## src/rtl/anillo_captura.sv

```systemverilog
// anillo_captura: rebuilds four digit patterns from a ring-scanned 7-segment bus and flags scan errors
module anillo_captura #(
  parameter int SEG_W            = 8,
  parameter int MIN_DWELL        = 4,
  parameter int ANODE_ACTIVE_LOW = 1
) (
  input  logic               i_Clk,
  input  logic               i_Reset,
  input  logic [3:0]         i_Anodos,
  input  logic [SEG_W-1:0]   i_Segmentos,
  output logic [4*SEG_W-1:0] o_Digitos,
  output logic [3:0]         o_Valid,
  output logic [1:0]         o_Sel,
  output logic               o_Wr,
  output logic               o_Frame,
  output logic               o_SeqErr,
  output logic               o_OneHotErr
);
  typedef enum logic [1:0] {IDLE, DWELL, CAPTURED} st_t;
  localparam logic [7:0] MD  = 8'(MIN_DWELL);
  localparam logic [7:0] MD1 = 8'(MIN_DWELL - 1);
  function automatic logic oh(input logic [3:0] a);
    return (a != 4'd0) && ((a & (a - 4'd1)) == 4'd0);
  endfunction
  st_t                st_q, st_d;
  logic [3:0]         an_q, an_d;
  logic [SEG_W-1:0]   seg_q;
  logic [7:0]         cnt_q, cnt_d;
  logic               hp_q, hp_d;
  logic [4*SEG_W-1:0] dig_q, dig_d;
  logic [3:0]         val_q, val_d, val_n;
  logic [1:0]         sel_q, sel_d, idx;
  logic               wr_d, frm_d, seq_d, ohe_d, cap;
  always_comb begin
    an_d  = (ANODE_ACTIVE_LOW != 0) ? ~i_Anodos : i_Anodos;
    // counter tracks how long the value now being registered has been stable
    cnt_d = (!oh(an_d) || an_d != an_q || i_Segmentos != seg_q) ? 8'd0 :
            (cnt_q >= MD) ? cnt_q : cnt_q + 8'd1;
    idx   = {an_q[3] | an_q[2], an_q[3] | an_q[1]};
    cap   = st_q == DWELL && oh(an_q) && cnt_q >= MD1;
    st_d  = !oh(an_q) ? IDLE :
            cap ? CAPTURED :
            (st_q == IDLE || (st_q == CAPTURED && cnt_q == 8'd0)) ? DWELL : st_q;
    val_n = val_q | (4'b1 << idx);
    dig_d = dig_q;
    if (cap) dig_d[idx*SEG_W +: SEG_W] = seg_q;
    val_d = cap ? val_n : val_q;
    sel_d = cap ? idx : sel_q;
    hp_d  = hp_q | cap;
    wr_d  = cap;
    frm_d = cap && idx == 2'd3 && val_n == 4'hF;
    seq_d = cap && hp_q && idx != sel_q + 2'd1;
    ohe_d = an_d != 4'd0 && !oh(an_d) && an_d != an_q;
  end
  always_ff @(posedge i_Clk) begin
    if (!i_Reset) begin
      st_q        <= IDLE;
      an_q        <= '0;
      seg_q       <= '0;
      cnt_q       <= '0;
      hp_q        <= 1'b0;
      dig_q       <= '0;
      val_q       <= '0;
      sel_q       <= '0;
      o_Wr        <= 1'b0;
      o_Frame     <= 1'b0;
      o_SeqErr    <= 1'b0;
      o_OneHotErr <= 1'b0;
    end else begin
      st_q        <= st_d;
      an_q        <= an_d;
      seg_q       <= i_Segmentos;
      cnt_q       <= cnt_d;
      hp_q        <= hp_d;
      dig_q       <= dig_d;
      val_q       <= val_d;
      sel_q       <= sel_d;
      o_Wr        <= wr_d;
      o_Frame     <= frm_d;
      o_SeqErr    <= seq_d;
      o_OneHotErr <= ohe_d;
    end
  end
  assign o_Digitos = dig_q;
  assign o_Valid   = val_q;
  assign o_Sel     = sel_q;
endmodule

```

## config.mk

```make
export PLATFORM = sky130hd
export DESIGN_NAME = anillo_captura
export DESIGN_NICKNAME = d
export VERILOG_FILES = /design/src/rtl/anillo_captura.sv
export SDC_FILE = /design/constraint.sdc
export NUM_CORES = 1
export LEC_CHECK = 0
export CAP_MARGIN = 20
export CORE_MARGIN = 2
export CORE_UTILIZATION = 45
export CTS_BUF_LIST = sky130_fd_sc_hd__clkbuf_4 sky130_fd_sc_hd__clkbuf_8
export CTS_CLUSTER_DIAMETER = 150
export CTS_CLUSTER_SIZE = 10
export DETAILED_ROUTE_END_ITERATION = 8
export PLACE_DENSITY = 0.71
export SYNTH_ARGS = -nofsm -noshare
export SYNTH_HDL_FRONTEND = slang
export SYNTH_SLANG_ARGS = --single-unit
```

## constraint.sdc

```tcl
create_clock -name i_Clk -period 6.3 [get_ports i_Clk]
set_input_delay 0.63 -clock i_Clk [delete_from_list [all_inputs] [get_ports i_Clk]]
set_output_delay 0.63 -clock i_Clk [all_outputs]
set_load 0.01 [all_outputs]
```

==> flow_summary.html, run 1 <==
<table>
<tr><th>Metric</th><th>Value</th></tr>
<tr><th colspan="2">Outcome</th></tr>
<tr><td>Outcome</td><td>finished, final reports clean</td></tr>
<tr><th colspan="2">Floorplanning</th></tr>
<tr><td>Starting Density</td><td>45.9%</td></tr>
<tr><td>DIE AREA</td><td>7020 um^2</td></tr>
<tr><td>Number of top-level design ports</td><td>56</td></tr>
<tr><td>Die Y-Extent</td><td>83.8 um</td></tr>
<tr><td>Row Count</td><td>29</td></tr>
<tr><td>Width of the die</td><td>83.8 um</td></tr>
<tr><td>Core area</td><td>6240 um^2</td></tr>
<tr><th colspan="2">Global routing</th></tr>
<tr><td>Wire length of the first global-routing pass</td><td>9780 um</td></tr>
<tr><td>Antenna violations before repair</td><td>0</td></tr>
<tr><td>Total routing usage reported by global routing</td><td>17.7%</td></tr>
<tr><td>Vias in the first global route</td><td>2022</td></tr>
<tr><td>Overflow left after global routing</td><td>0</td></tr>
<tr><td>Largest net degree at the start of global routing</td><td>77</td></tr>
<tr><th colspan="2">Power</th></tr>
<tr><td>Part of the total power dissipated in the clock network</td><td>47.1%</td></tr>
<tr><td>Static leakage</td><td>1.48 nW</td></tr>
<tr><td>Switching power as a share of total power</td><td>23.3%</td></tr>
<tr><td>Combinational power share</td><td>7.1%</td></tr>
<tr><td>Power per cell area</td><td>252 nW/um^2</td></tr>
<tr><td>Design internal power</td><td>711 uW</td></tr>
<tr><td>Relative contribution of sequential cells to total power</td><td>45.9%</td></tr>
<tr><td>Overall power after layout</td><td>927 uW</td></tr>
<tr><td>Highest ir drop seen on vdd</td><td>0.142 mV</td></tr>
<tr><td>Net switching power figure</td><td>215 uW</td></tr>
<tr><th colspan="2">Final layout</th></tr>
<tr><td>Layout area overhead</td><td>28.6%</td></tr>
<tr><td>Multi-input combinational cell area</td><td>1430 um^2</td></tr>
<tr><td>Filler-free cell count of the finished design</td><td>428</td></tr>
<tr><td>Sequential cell area in the final layout</td><td>1300 um^2</td></tr>
<tr><td>Number of diodes</td><td>0</td></tr>
<tr><td>Layout filler cell count</td><td>564</td></tr>
<tr><td>Share of final-layout standard cells stronger than drive strength 1</td><td>9.12%</td></tr>
<tr><td>Number of nets in the layout</td><td>370</td></tr>
<tr><th colspan="2">Min path</th></tr>
<tr><td>Class of the most critical hold timing path</td><td>flip-flop to flip-flop</td></tr>
<tr><td>Start point of the worst hold path</td><td>cnt_q[4]$_SDFFE_PP0N_</td></tr>
<tr><td>Worst hold path depth</td><td>2</td></tr>
<tr><td>Endpoint of the worst hold path</td><td>cnt_q[4]$_SDFFE_PP0N_</td></tr>
<tr><th colspan="2">STA</th></tr>
<tr><td>Slew HR</td><td>36.9%</td></tr>
<tr><td>Final count of hold timing violations</td><td>0</td></tr>
<tr><td>Worst setup slack after layout</td><td>3.72 ns</td></tr>
<tr><td>Clock skew</td><td>0.00997 ns</td></tr>
<tr><td>Final critical path time including I/O delays and setup</td><td>2.58 ns</td></tr>
<tr><td>Setup repair after global routing missed its margin</td><td>false</td></tr>
<tr><td>Count of final setup violators</td><td>0</td></tr>
<tr><td>Count of pins over their slew limit</td><td>0</td></tr>
<tr><td>Transition time of the tightest slew-check pin</td><td>0.943 ns</td></tr>
<tr><td>Final critical-path share of the clock period</td><td>41.0%</td></tr>
<tr><td>Maximum clock rate</td><td>387 MHz</td></tr>
<tr><td>Setup TNS Final</td><td>0 ns</td></tr>
<tr><td>Final Hold Slack</td><td>0.447 ns</td></tr>
<tr><th colspan="2">Synth</th></tr>
<tr><td>Area leader, netlist</td><td>sky130_fd_sc_hd__dfxtp_1</td></tr>
<tr><td>#FFs+latches synth</td><td>65</td></tr>
<tr><td>Leading cell types by count after synthesis</td><td>sky130_fd_sc_hd__dfxtp_1, sky130_fd_sc_hd__nand2_1, sky130_fd_sc_hd__mux2i_1, sky130_fd_sc_hd__nand3_1</td></tr>
<tr><td>Number of enable-type register cells in the synthesized netlist</td><td>0</td></tr>
<tr><td>Unique masters post-synth</td><td>36</td></tr>
<tr><td>Async set or reset register ratio after synthesis</td><td>0%</td></tr>
<tr><td>Synthesized Nets</td><td>317</td></tr>
<tr><td>Post-Synthesis Cells</td><td>293</td></tr>
<tr><td>Number of warnings reported in the yosys synthesis log</td><td>0</td></tr>
<tr><td>Mean instance size in the synthesized netlist</td><td>9.77 um^2</td></tr>
<tr><td>Most frequent cell after synthesis</td><td>sky130_fd_sc_hd__dfxtp_1</td></tr>
<tr><td>Area share of the largest cell type after synthesis</td><td>45.4%</td></tr>
<tr><td>Mapped Area</td><td>2860 um^2</td></tr>
<tr><td>Sequential fraction of the synthesis area</td><td>45.4%</td></tr>
<tr><td>Most used DFF post-synth</td><td>sky130_fd_sc_hd__dfxtp_1</td></tr>
<tr><td>Area contributors post-synth</td><td>sky130_fd_sc_hd__dfxtp_1, sky130_fd_sc_hd__mux2i_1, sky130_fd_sc_hd__nand3_1</td></tr>
<tr><th colspan="2">Place</th></tr>
<tr><td>Dpl cells</td><td>412</td></tr>
<tr><td>RePlAce Congestion</td><td>0.731</td></tr>
<tr><td>HPWL Detailed</td><td>3950 um</td></tr>
<tr><td>Count of port buffers added during placement</td><td>55</td></tr>
<tr><td>Worst setup slack before clock tree synthesis</td><td>3.73 ns</td></tr>
<tr><th colspan="2">Routing</th></tr>
<tr><td>Total via count in the routed design</td><td>2190</td></tr>
<tr><td>Post-route DRC</td><td>0</td></tr>
<tr><td>Number of design-rule violations left by the first detailed-router iteration</td><td>124</td></tr>
<tr><td>Detailed-routing iteration count for the pre-antenna-repair pass</td><td>4</td></tr>
<tr><td>Via density per instance</td><td>5.12</td></tr>
<tr><td>DR WL/cell</td><td>13.6 um</td></tr>
<tr><td>Number of antenna-violating nets in the routed design</td><td>0</td></tr>
<tr><td>Total detailed-routing wirelength</td><td>5820 um</td></tr>
<tr><th colspan="2">Critical path</th></tr>
<tr><td>Number of cell instances on the worst register-to-register path</td><td>7</td></tr>
<tr><td>Required time at the worst-slack endpoint</td><td>6.58 ns</td></tr>
<tr><td>Category of the worst setup path launch point</td><td>flip-flop</td></tr>
<tr><td>CP arrival</td><td>2.86 ns</td></tr>
<tr><td>Worst Path Max Fanout</td><td>10</td></tr>
<tr><td>Critical register-to-register path startpoint</td><td>an_q[1]$_SDFF_PN0_</td></tr>
<tr><td>Reg-to-Reg End</td><td>o_Digitos[21]$_SDFFE_PN0P_</td></tr>
<tr><td>Worst Path Class, Setup</td><td>flip-flop to flip-flop</td></tr>
<tr><td>Endpoint kind of the worst setup timing path</td><td>flip-flop</td></tr>
<tr><td>Flop2flop setup slack</td><td>3.72 ns</td></tr>
<tr><th colspan="2">Clocking</th></tr>
<tr><td>Clock transition at the registers of the reported paths</td><td>0.07 ns</td></tr>
<tr><td>Later-pin clock latency in the skew report</td><td>0.35 ns</td></tr>
<tr><td>TritonCTS buffer count</td><td>9</td></tr>
<tr><td>Master cell of the clock root buffer</td><td>sky130_fd_sc_hd__clkbuf_8</td></tr>
<tr><td>Post-cts sizing count</td><td>0</td></tr>
<tr><td>Deepest level of the CTS H-tree</td><td>3</td></tr>
<tr><td>Largest buffer count on any clock path</td><td>2</td></tr>
<tr><td># clock sinks</td><td>65</td></tr>
<tr><td>Total of hold buffers inserted after clock tree synthesis</td><td>0</td></tr>
<tr><td>Clock tree from TritonCTS</td><td>done</td></tr>
<tr><td>Setup fix buffers added after clock tree synthesis</td><td>0</td></tr>
<tr><th colspan="2">Flow run</th></tr>
<tr><td>Total of max-cap violations</td><td>0</td></tr>
</table>
-- critical path, stage by stage, from the launching register on --
cell and delay (ns):
sky130_fd_sc_hd__dfxtp_1 0.39, sky130_fd_sc_hd__nor2_1 0.50, sky130_fd_sc_hd__inv_1 0.19, sky130_fd_sc_hd__ha_1 0.35
sky130_fd_sc_hd__nand2b_1 0.08, sky130_fd_sc_hd__nor3_1 0.66, sky130_fd_sc_hd__nand3_1 0.19, sky130_fd_sc_hd__mux2i_1 0.16
-- power groups by stage --
stage	Clock, mW	Combinational, mW	Sequential [mW]
2_1_floorplan	0	0.0503	0.430
3_3_place_gp	0	0.0650	0.434
3_5_place_dp	0	0.0657	0.434
4_1_cts	0.447	0.0660	0.425
5_1_grt	0.463	0.0724	0.426
6_report	0.436	0.0657	0.425
-- worst max-delay path by stage --
stage / start / slack (ns) / to
2_1_floorplan: an_q[1]$_SDFF_PN0_ / 3.87 / o_Digitos[0]$_SDFFE_PN0P_
3_3_place_gp: an_q[3]$_SDFF_PN0_ / 3.79 / o_Digitos[26]$_SDFFE_PN0P_
3_5_place_dp: an_q[1]$_SDFF_PN0_ / 3.73 / o_Digitos[30]$_SDFFE_PN0P_
4_1_cts: an_q[1]$_SDFF_PN0_ / 3.72 / o_Digitos[27]$_SDFFE_PN0P_
5_1_grt: an_q[1]$_SDFF_PN0_ / 3.41 / o_Digitos[23]$_SDFFE_PN0P_
6_report: an_q[1]$_SDFF_PN0_ / 3.72 / o_Digitos[21]$_SDFFE_PN0P_
-- metal layers --
layer / global-route usage, % / part of all wire (%)
met3: 5.04 / 4.4
met1: 23.7 / 49
met5: 0 / 0
met4: 9.82 / 1.7
met2: 25.7 / 45
-- state kept, by name, indices dropped and copies added, names as in the netlist --
name,count
an_q,4
o_Sel,2
o_SeqErr,1
cnt_q,8
o_Wr,1
hp_q,1
st_q,2
o_Valid,4
o_Frame,1
o_Digitos,32
seg_q,8
o_OneHotErr,1
-- cell type report --
| class | instances | area share, % |
|---|---|---|
| Inverter | 14 | 1.43 |
| Timing Repair Buffer | 57 | 15.2 |
| Sequential cell | 65 | 35.3 |
| Tap cell | 77 | 2.62 |
| Multi-Input combinational cell | 199 | 38.7 |
| Clock buffer | 10 | 3.57 |
| Clock inverter | 6 | 3.12 |
-- stage by stage --
stage / instance area (um^2) / utilization (%)
finish: 3680 / 59.0
global placement: 3440 / 55.1
detailed placement: 3440 / 55.1
floorplan: 2860 / -
global route: 3680 / 59.0
CTS: 3680 / 59.0
-- cells in the final DEF (no fill, tap or decap), drive strengths merged, types with 9 or more instances in the layout --
| master | count |
|---|---|
| dfxtp | 65 |
| clkdlybuf4s50 | 54 |
| nand3 | 38 |
| nand2 | 35 |
| mux2i | 33 |
| inv | 15 |
| nor3 | 14 |
| nor2 | 12 |
| ha | 10 |
| clkbuf | 10 |
| xnor2 | 9 |
-- cells by family after synthesis --
logic type      after synthesis  synth area share [%]
compound gates               22                  6.77
xor+xnor                     16                  4.89
fa+ha+maj                    11                  4.72
buf+inv                      29                  4.76
flops                        65                  45.4
mux                          33                  11.5
simple gates                117                  21.9
(Power assumes the default switching activity.)
==> run 2: changes to the inputs <==
Clock period 6.3 ns to 2.6 ns, I/O delays scaled along.
==> run 2 against run 1 <==
Against the previous run:
- via count increased by 0.91%
- setup slack worse by 3.2 ns
- global-route usage grew 0.066 points
- critical path type unchanged
- largest cell class unchanged
==> flow_summary.html, run 2 (same netlist as run 1, synthesis figures left out) <==
<table>
<tr><th>Metric</th><th>Value</th></tr>
<tr><th colspan="2">Outcome</th></tr>
<tr><td>Outcome</td><td>finished, final reports clean</td></tr>
<tr><th colspan="2">STA</th></tr>
<tr><td>Maximum clock rate</td><td>487 MHz</td></tr>
<tr><td>Clock skew</td><td>0.00974 ns</td></tr>
<tr><td>Count of final setup violators</td><td>0</td></tr>
<tr><td>Final count of hold timing violations</td><td>0</td></tr>
<tr><td>Slew HR</td><td>37.5%</td></tr>
<tr><td>Transition time of the tightest slew-check pin</td><td>0.935 ns</td></tr>
<tr><td>Final critical-path share of the clock period</td><td>79.0%</td></tr>
<tr><td>Setup repair after global routing missed its margin</td><td>false</td></tr>
<tr><td>Final Hold Slack</td><td>0.406 ns</td></tr>
<tr><td>Worst setup slack after layout</td><td>0.546 ns</td></tr>
<tr><td>Setup TNS Final</td><td>0 ns</td></tr>
<tr><td>Count of pins over their slew limit</td><td>0</td></tr>
<tr><td>Final critical path time including I/O delays and setup</td><td>2.05 ns</td></tr>
<tr><th colspan="2">Min path</th></tr>
<tr><td>Class of the most critical hold timing path</td><td>input pin to flip-flop</td></tr>
<tr><th colspan="2">Final layout</th></tr>
<tr><td>Layout area overhead</td><td>28.3%</td></tr>
<tr><td>Number of nets in the layout</td><td>375</td></tr>
<tr><td>Multi-input combinational cell area</td><td>1430 um^2</td></tr>
<tr><td>Filler-free cell count of the finished design</td><td>432</td></tr>
<tr><td>Utilization of the core after routing</td><td>58.9%</td></tr>
<tr><td>Final std cell area, no fill</td><td>3670 um^2</td></tr>
<tr><td>Most common cell after layout, fill and taps aside</td><td>sky130_fd_sc_hd__dfxtp_1</td></tr>
<tr><td>Share of final-layout standard cells stronger than drive strength 1</td><td>10.1%</td></tr>
<tr><td>Commonest cells after routing, fill and taps aside</td><td>sky130_fd_sc_hd__dfxtp_1, sky130_fd_sc_hd__clkdlybuf4s50_1, sky130_fd_sc_hd__nand2_1, sky130_fd_sc_hd__nand3_1, sky130_fd_sc_hd__mux2i_1</td></tr>
<tr><td>Sequential cell area in the final layout</td><td>1300 um^2</td></tr>
<tr><td>Layout filler cell count</td><td>566</td></tr>
<tr><td>Number of diodes</td><td>0</td></tr>
<tr><td>Max reg flops</td><td>32</td></tr>
<tr><th colspan="2">Clocking</th></tr>
<tr><td>Total of hold buffers inserted after clock tree synthesis</td><td>0</td></tr>
<tr><td>Post-cts sizing count</td><td>0</td></tr>
<tr><td>Clock tree from TritonCTS</td><td>done</td></tr>
<tr><td>TritonCTS buffer count</td><td>9</td></tr>
<tr><td>Clock transition at the registers of the reported paths</td><td>0.07 ns</td></tr>
<tr><td># clock sinks</td><td>65</td></tr>
<tr><td>Deepest level of the CTS H-tree</td><td>3</td></tr>
<tr><td>Largest buffer count on any clock path</td><td>2</td></tr>
<tr><td>Master cell of the clock root buffer</td><td>sky130_fd_sc_hd__clkbuf_8</td></tr>
<tr><td>Later-pin clock latency in the skew report</td><td>0.34 ns</td></tr>
<tr><td>Setup fix buffers added after clock tree synthesis</td><td>0</td></tr>
<tr><th colspan="2">Place</th></tr>
<tr><td>Placement-stage cell area</td><td>3470 um^2</td></tr>
<tr><td>Worst setup slack before clock tree synthesis</td><td>0.570 ns</td></tr>
<tr><td>Count of port buffers added during placement</td><td>55</td></tr>
<tr><td>HPWL Detailed</td><td>4220 um</td></tr>
<tr><td>Dpl cells</td><td>417</td></tr>
<tr><td>RePlAce Congestion</td><td>0.765</td></tr>
<tr><th colspan="2">Floorplanning</th></tr>
<tr><td>Die Y-Extent</td><td>83.8 um</td></tr>
<tr><td>Row Count</td><td>29</td></tr>
<tr><td>Number of top-level design ports</td><td>56</td></tr>
<tr><td>Core area</td><td>6240 um^2</td></tr>
<tr><td>DIE AREA</td><td>7020 um^2</td></tr>
<tr><td>Starting Density</td><td>45.9%</td></tr>
<tr><td>Width of the die</td><td>83.8 um</td></tr>
<tr><th colspan="2">Routing</th></tr>
<tr><td>Total detailed-routing wirelength</td><td>5820 um</td></tr>
<tr><td>Total via count in the routed design</td><td>2210</td></tr>
<tr><td>Detailed-routing iteration count for the pre-antenna-repair pass</td><td>4</td></tr>
<tr><td>Post-route DRC</td><td>0</td></tr>
<tr><td>Via density per instance</td><td>5.12</td></tr>
<tr><td>DR WL/cell</td><td>13.5 um</td></tr>
<tr><td>Number of antenna-violating nets in the routed design</td><td>0</td></tr>
<tr><td>Number of design-rule violations left by the first detailed-router iteration</td><td>93</td></tr>
<tr><th colspan="2">Global routing</th></tr>
<tr><td>Largest net degree at the start of global routing</td><td>50</td></tr>
<tr><td>Vias in the first global route</td><td>2070</td></tr>
<tr><td>Wire length of the first global-routing pass</td><td>9900 um</td></tr>
<tr><td>Total routing usage reported by global routing</td><td>17.8%</td></tr>
<tr><td>Overflow left after global routing</td><td>0</td></tr>
<tr><td>Antenna violations before repair</td><td>0</td></tr>
<tr><th colspan="2">Critical path</th></tr>
<tr><td>Peak per-stage delay on the critical path</td><td>0.46 ns</td></tr>
<tr><td>Cell mode on critical path</td><td>sky130_fd_sc_hd__nor2_1</td></tr>
<tr><td>Worst Path Class, Setup</td><td>flip-flop to flip-flop</td></tr>
<tr><td>Cell family with most CP delay</td><td>simple AND/OR/NAND/NOR gates</td></tr>
<tr><td>Crit-path cells</td><td>nor2_1, inv_1, ha_1, nand2b_1, nor2_1, nand3_1, mux2i_1</td></tr>
<tr><td>Category of the worst setup path launch point</td><td>flip-flop</td></tr>
<tr><td>Required time at the worst-slack endpoint</td><td>2.87 ns</td></tr>
<tr><td>CP arrival</td><td>2.32 ns</td></tr>
<tr><td>Number of buffer and inverter instances along the worst setup path</td><td>1</td></tr>
<tr><td>Worst Path Max Fanout</td><td>8</td></tr>
<tr><td>Standard cell with the maximum stage delay on the critical path</td><td>sky130_fd_sc_hd__nor2_1</td></tr>
<tr><td>Endpoint kind of the worst setup timing path</td><td>flip-flop</td></tr>
<tr><th colspan="2">Power</th></tr>
<tr><td>Power per cell area</td><td>559 nW/um^2</td></tr>
<tr><td>Static leakage</td><td>1.49 nW</td></tr>
<tr><td>Highest ir drop seen on vdd</td><td>0.362 mV</td></tr>
<tr><td>Overall power after layout</td><td>2.05 mW</td></tr>
<tr><th colspan="2">Flow run</th></tr>
<tr><td>Total of max-cap violations</td><td>0</td></tr>
</table>
-- run 2: changes by cell type in the layout (fill, tap and decap cells not counted) --
cell / change
sky130_fd_sc_hd__buf_4: +5
sky130_fd_sc_hd__bufinv_16: -2
sky130_fd_sc_hd__clkbuf_8: +2
sky130_fd_sc_hd__clkinv_2: +2
sky130_fd_sc_hd__clkinv_4: -1
sky130_fd_sc_hd__clkinvlp_4: -1
sky130_fd_sc_hd__inv_6: -1
-- run 2: metal layers --
layer / share of wire, % / track usage (%) / wire length (um)
met4: 1.6 / 8.36 / 95
met2: 48 / 28.4 / 2770
met5: 0 / 0 / 0
met1: 47 / 22.6 / 2760
met3: 3.3 / 4.25 / 191
-- run 2: cell type report --
type / count / area share (%)
timing repair buffer: 62 / 16.3
clock inverter: 3 / 1.09
tap: 77 / 2.62
clock buffer: 12 / 4.33
sequential: 65 / 35.4
multi-input combinational: 199 / 38.8
inverter: 14 / 1.43
-- run 2: worst paths after layout --
| path | endpoint | start | slack (ns) | depth (start not counted) |
|---|---|---|---|---|
| setup / recovery | o_Digitos[8]$_SDFFE_PN0P_ | an_q[3]$_SDFF_PN0_ | 0.55 | 7 |
| hold / removal | st_q[1]$_SDFFE_PN0P_ | i_Reset | 0.41 | 3 |
| setup reg to reg | o_Digitos[8]$_SDFFE_PN0P_ | an_q[3]$_SDFF_PN0_ | 0.55 | 7 |
| hold reg to reg | cnt_q[7]$_SDFFE_PP0N_ | cnt_q[7]$_SDFFE_PP0N_ | 0.45 | 2 |
-- run 2: power breakdown --
group | switching (mW) | internal [mW] | leakage [nW]
Combinational | 0.0980 | 0.0702 | 0.858
Clock | 0.359 | 0.497 | 0.106
Sequential | 0.0213 | 1.01 | 0.527
Total | 0.478 | 1.58 | 1.49
-- run 2: worst min-delay path, cell delays in order --
cell and delay [ns]:
sky130_fd_sc_hd__buf_2 0.25, sky130_fd_sc_hd__nand2_2 0.13, sky130_fd_sc_hd__a21oi_1 0.04
